===== src/rtl/fifo_pkg.sv =====
// Shared FIFO definitions: default geometry, pointer type and Gray conversions.
// The read-pointer controller uses the same package.
package fifo_pkg;

    localparam int FIFO_DEPTH     = 8;
    localparam int FIFO_PTR_WIDTH = 3;
    localparam int FIFO_AF_THRESH = 6;

    // Pointer with one extra wrap bit above the address bits
    typedef logic [FIFO_PTR_WIDTH:0] ptr_t;

    function automatic ptr_t bin2gray(input ptr_t b);
        return b ^ (b >> 1);
    endfunction

    // Prefix XOR from the MSB down
    function automatic ptr_t gray2bin(input ptr_t g);
        ptr_t b;
        b[FIFO_PTR_WIDTH] = g[FIFO_PTR_WIDTH];
        for (int i = FIFO_PTR_WIDTH - 1; i >= 0; i--) begin
            b[i] = b[i+1] ^ g[i];
        end
        return b;
    endfunction

endpackage


===== src/rtl/fifo_wptr_ctrl.sv =====
// Write-side pointer/status controller for the async FIFO (wclk domain).
// Advances the binary write pointer and publishes a registered Gray pointer.
// From the synchronised Gray read pointer it derives full, almost_full,
// the fill level and a sticky overflow flag. All status is registered from
// next-state values, so full asserts on the edge that accepts the last slot.
module fifo_wptr_ctrl
    import fifo_pkg::*;
#(
    parameter int DEPTH     = FIFO_DEPTH,
    parameter int PTR_WIDTH = FIFO_PTR_WIDTH,
    parameter int AF_THRESH = FIFO_AF_THRESH
) (
    input  logic               wclk,
    input  logic               wrst_n,
    input  logic               w_en,
    input  logic               overflow_clr,
    input  logic [PTR_WIDTH:0] g_rptr_sync,
    output logic [PTR_WIDTH:0] b_wptr,
    output logic [PTR_WIDTH:0] g_wptr,
    output logic               full,
    output logic               almost_full,
    output logic [PTR_WIDTH:0] wr_level,
    output logic               overflow
);

    localparam logic [PTR_WIDTH:0] L_AF = (PTR_WIDTH + 1)'(AF_THRESH);

    // Geometry sanity: the full rule needs Depth == 2**Ptr_Width and >= 2 address bits
    if (DEPTH != (1 << PTR_WIDTH) || PTR_WIDTH < 2 || AF_THRESH < 1 || AF_THRESH > DEPTH) begin : g_bad_cfg
        $error("fifo_wptr_ctrl: illegal DEPTH/PTR_WIDTH/AF_THRESH");
    end

    logic [PTR_WIDTH:0] r_bwptr;
    logic [PTR_WIDTH:0] r_gwptr;
    logic               r_full;
    logic               r_afull;
    logic [PTR_WIDTH:0] r_level;
    logic               r_ovf;

    logic               w_wr_acc;
    logic [PTR_WIDTH:0] w_bwptr_next;
    logic [PTR_WIDTH:0] w_gwptr_next;
    logic [PTR_WIDTH:0] w_rbin;
    logic [PTR_WIDTH:0] w_level_next;
    logic [PTR_WIDTH:0] w_rptr_full_cmp;
    logic               w_full_next;

    assign w_wr_acc     = w_en && !r_full;
    assign w_bwptr_next = r_bwptr + {{PTR_WIDTH{1'b0}}, w_wr_acc};
    assign w_gwptr_next = w_bwptr_next ^ (w_bwptr_next >> 1);

    // Full when the write pointer is exactly one lap ahead: top two Gray bits inverted
    assign w_rptr_full_cmp = {~g_rptr_sync[PTR_WIDTH:PTR_WIDTH-1], g_rptr_sync[PTR_WIDTH-2:0]};
    assign w_full_next     = (w_gwptr_next == w_rptr_full_cmp);

    // Gray-to-binary of the synchronised read pointer, prefix XOR from the MSB
    always_comb begin
        w_rbin = '0;
        w_rbin[PTR_WIDTH] = g_rptr_sync[PTR_WIDTH];
        for (int i = PTR_WIDTH - 1; i >= 0; i--) begin
            w_rbin[i] = w_rbin[i+1] ^ g_rptr_sync[i];
        end
    end

    // Modulo subtraction stays in 0..DEPTH because pointers are at most one lap apart
    assign w_level_next = w_bwptr_next - w_rbin;

    // Pointer and status registers, all loaded from next-state values
    always_ff @(posedge wclk or negedge wrst_n) begin
        if (!wrst_n) begin
            r_bwptr <= '0;
            r_gwptr <= '0;
            r_full  <= 1'b0;
            r_afull <= 1'b0;
            r_level <= '0;
        end else begin
            r_bwptr <= w_bwptr_next;
            r_gwptr <= w_gwptr_next;
            r_full  <= w_full_next;
            r_afull <= (w_level_next >= L_AF);
            r_level <= w_level_next;
        end
    end

    // Sticky overflow: a write attempt while full beats a same-cycle clear
    always_ff @(posedge wclk or negedge wrst_n) begin
        if (!wrst_n) begin
            r_ovf <= 1'b0;
        end else if (w_en && r_full) begin
            r_ovf <= 1'b1;
        end else if (overflow_clr) begin
            r_ovf <= 1'b0;
        end
    end

    assign b_wptr      = r_bwptr;
    assign g_wptr      = r_gwptr;
    assign full        = r_full;
    assign almost_full = r_afull;
    assign wr_level    = r_level;
    assign overflow    = r_ovf;

endmodule


===== config.mk =====
export PLATFORM = sky130hd
export DESIGN_NAME = fifo_wptr_ctrl
export DESIGN_NICKNAME = d
export VERILOG_FILES = /design/src/rtl/fifo_pkg.sv /design/src/rtl/fifo_wptr_ctrl.sv
export SDC_FILE = /design/constraint.sdc
export NUM_CORES = 1
export LEC_CHECK = 0
export ABC_AREA = 1
export ABC_CLOCK_PERIOD_IN_PS = 2260
export BUFFER_PORTS_ARGS = -buffer_cell sky130_fd_sc_hd__buf_2
export CELL_PAD_IN_SITES_DETAIL_PLACEMENT = 0
export CELL_PAD_IN_SITES_GLOBAL_PLACEMENT = 1
export CORE_ASPECT_RATIO = 1.25
export CORE_UTILIZATION = 35
export DETAILED_ROUTE_END_ITERATION = 8
export PLACE_DENSITY_LB_ADDON = 0.1
export SYNTH_ARGS = -nofsm -noshare
export SYNTH_HDL_FRONTEND = slang
export SYNTH_SLANG_ARGS = --single-unit

===== constraint.sdc =====
create_clock -name wclk -period 2.26 [get_ports wclk]
set_clock_uncertainty 0.2 [all_clocks]
set_input_delay 0.339 -clock wclk [delete_from_list [all_inputs] [get_ports wclk]]
set_output_delay 0.339 -clock wclk [all_outputs]
set_load 0.02 [all_outputs]

==> out/results.txt <==
Outcome: finished, violations left
Violated checks: design-rule violations
Overall Global Routing Usage: 0.145
Crit path max fanout: 3
CP Class: register to register
Cell Area, Placed: 918 µm²
Max stage delay on crit path: 0.54 ns
H-tree depth: 1
Area leader, netlist: dfrtp_1
Synth warnings: 0
Post-CTS Setup Inserts: 0
Static Leak: 0.000565 µW
Cell area power density: 1710 nW/µm²
Global-route wire length before repair: 2420 µm
Final GP Congestion: 0.807
Post-synth ARST share: 1.00
Vias: 624
GRT overflow: 0
Most common cell after layout, fill and taps aside: nand2_1
Max Freq: 481 MHz
Final net count: 132
WL per Instance: 10.7 µm
Chip height: 53.9 µm
Peak VDD IR: 0.811 mV
Core Area: 2000 µm²
Initial drt markers: 12
Crit. End Element: register
Worst Hold End: overflow$_DFFE_PN0P_
Filler cells: 198
Register area share after synthesis: 0.465
DR vias/cell: 4.55
FF-to-FF Start: full$_DFF_PN0_
Sequential Area: 350 µm²
Minimum clock period: 2.08 ns
Initial antenna violation count: 0
Maxcap violations: 0
Crit-path slowest cell: fa_1
Reg2Reg Capture Point: almost_full$_DFF_PN0_
Tcrit/Tclk final: 0.920
Mapped Cells: 86
Area growth, synth to finish: 30.9%
DP HPWL: 1210 µm
Largest net degree at the start of global routing: 15
Hold depth: 2
FF+latch count, synth: 14
Io pins: 23
HP Start: overflow_clr
CTS tree: done
Row cnt: 18
DIE AREA: 2340 µm²
Setup TNS: 0 ns
Yosys cell types: 17
Clk slew on worst S/H paths: 0.08 ns
Initial Utilization: 0.376
Final hold viol count: 0
R2r setup slk: 0.18 ns
Synthesized area: 753 µm²
Relative slew margins: 0.788
N_diodes: 0
Fraction of layout cells with a size suffix above 1: 0.325
Syn nets: 100
RSZ-0062 raised after global routing: false
Number of synthesized flops with an enable pin: 0
Final ANT Viol Nets: 0
Clock Latency Late Sink: 0.28 ns
Placed Cells: 132
Multi-input logic area: 357 µm²
Final Instance Area: 986 µm²
Endpoints failing setup: 0
Req. time, crit path: 2.22 ns
Avg Cell Area, Syn: 8.76 µm²
Area contributors post-synth: dfrtp_1, nand2_1, nand3_1
Final slew viol count: 0
Worst slew pin tran: 0.317 ns
Critical Path, Cell by Cell: nor2_1 > ha_2 > ha_2 > inv_1 > fa_1 > inv_1 > nand2_1 > nand3_1
Residual DRC: 7
Worst R2R Path Depth: 8
Most frequent cells in the layout: nand2_1, buf_2, inv_1, nand3_1, dfrtp_1
Final wirelength: 1470 µm
Tightest Hold Check Type: input port to register
Clock Sinks: 14
Vias in the first global route: 585
CTS Root Cell: clkbuf_4
Worst EP arrival: 2.04 ns
Crit start category: register
Clk buf depth: 2
Non-filler instance count after layout: 137
CTS Buf Count: 3
Die Width: 43.5 µm
Top FF cell, synth: dfrtp_1
Port bufs: 22
Post-synth top area share: 0.465
Util after Layout: 0.492
DRT Pass-1 Iters: 6
[registers in the layout (all words and copies together) (netlist names)]
name         count
overflow         1
b_wptr           4
g_wptr           3
wr_level         4
almost_full      1
full             1
[worst max-delay path, delay by kind of cell, from the launching register on]
kind,cells,cell delay (ns)
AND/OR/NAND/NOR,3,0.18
buffers and inverters,2,0.13
adder cells (fa/ha/maj),3,1.09
flip-flops,1,0.36
[layout make-up]
cell class | instances | share of cell area
Timing Repair Buffer | 28 | 0.160
Multi-Input combinational cell | 55 | 0.362
Inverter | 16 | 0.0609
Tap cell | 20 | 0.0254
Sequential cell | 14 | 0.355
Clock buffer | 4 | 0.0368
[metal layers]
| layer | share of wire | up-vias | wire, µm | track usage |
|---|---|---|---|---|
| li1 | - | 333 | - | - |
| met1 | 0.46 | 273 | 669 | 0.178 |
| met2 | 0.49 | 16 | 723 | 0.245 |
| met3 | 0.040 | 2 | 59 | 0.0235 |
| met4 | 0.0089 | 0 | 13 | 0.0781 |
| met5 | 0 | - | 0 | 0 |
[through the flow]
| stage | power (µW) | setup slack, ns | hold WS (ns) |
|---|---|---|---|
| floorplan | 1140 | 0.0687 | -0.157 |
| global placement | 1470 | 0.0304 | 0.0543 |
| detailed placement | 1480 | 0.00744 | 0.0569 |
| CTS | 1670 | 0.0592 | 0.0482 |
| global route | 1870 | 0.0536 | 0.0677 |
| finish | 1690 | 0.181 | 0.0550 |
[where the power goes]
part	switching (µW)	internal, µW	total, µW
Combinational	645	423	1070
Sequential	54.2	383	437
Clock	82.5	97.8	180
Total	782	903	1690
[what timing repair did]
action | CTS | global route
hold buffers | 1 | 0
hold endpoints to repair | 14 | 0
endpoints found under the setup margin | 0 | 2
resized for setup | 0 | 4
[worst max-delay path by stage]
stage                    from                     to  slack (ns)
6_report       full$_DFF_PN0_  almost_full$_DFF_PN0_        0.18
5_1_grt        full$_DFF_PN0_  almost_full$_DFF_PN0_        0.05
4_1_cts        full$_DFF_PN0_  almost_full$_DFF_PN0_        0.06
3_5_place_dp             w_en  almost_full$_DFF_PN0_       0.007
3_3_place_gp             w_en  almost_full$_DFF_PN0_        0.03
2_1_floorplan  full$_DFF_PN0_  almost_full$_DFF_PN0_        0.07
[cells by family (layout without fill, tap and decap cells)]
group | Yosys count | in the layout | share of synthesized area
flip-flops | 14 | 14 | 0.465
adder cells (fa/ha/maj) | 6 | 6 | 0.110
XOR/XNOR | 5 | 5 | 0.0781
AND/OR/NAND/NOR | 41 | 41 | 0.234
buffers and inverters | 17 | 48 | 0.0897
AO/OA/AOI/OAI | 3 | 3 | 0.0232
[synth_stat cells, types with 2 or more instances]
master,n
nand3_1,14
inv_1,16
dfrtp_1,14
xor2_1,2
nor2_1,2
nand2_1,23
ha_1,5
Power figures use the tool's default switching activity.
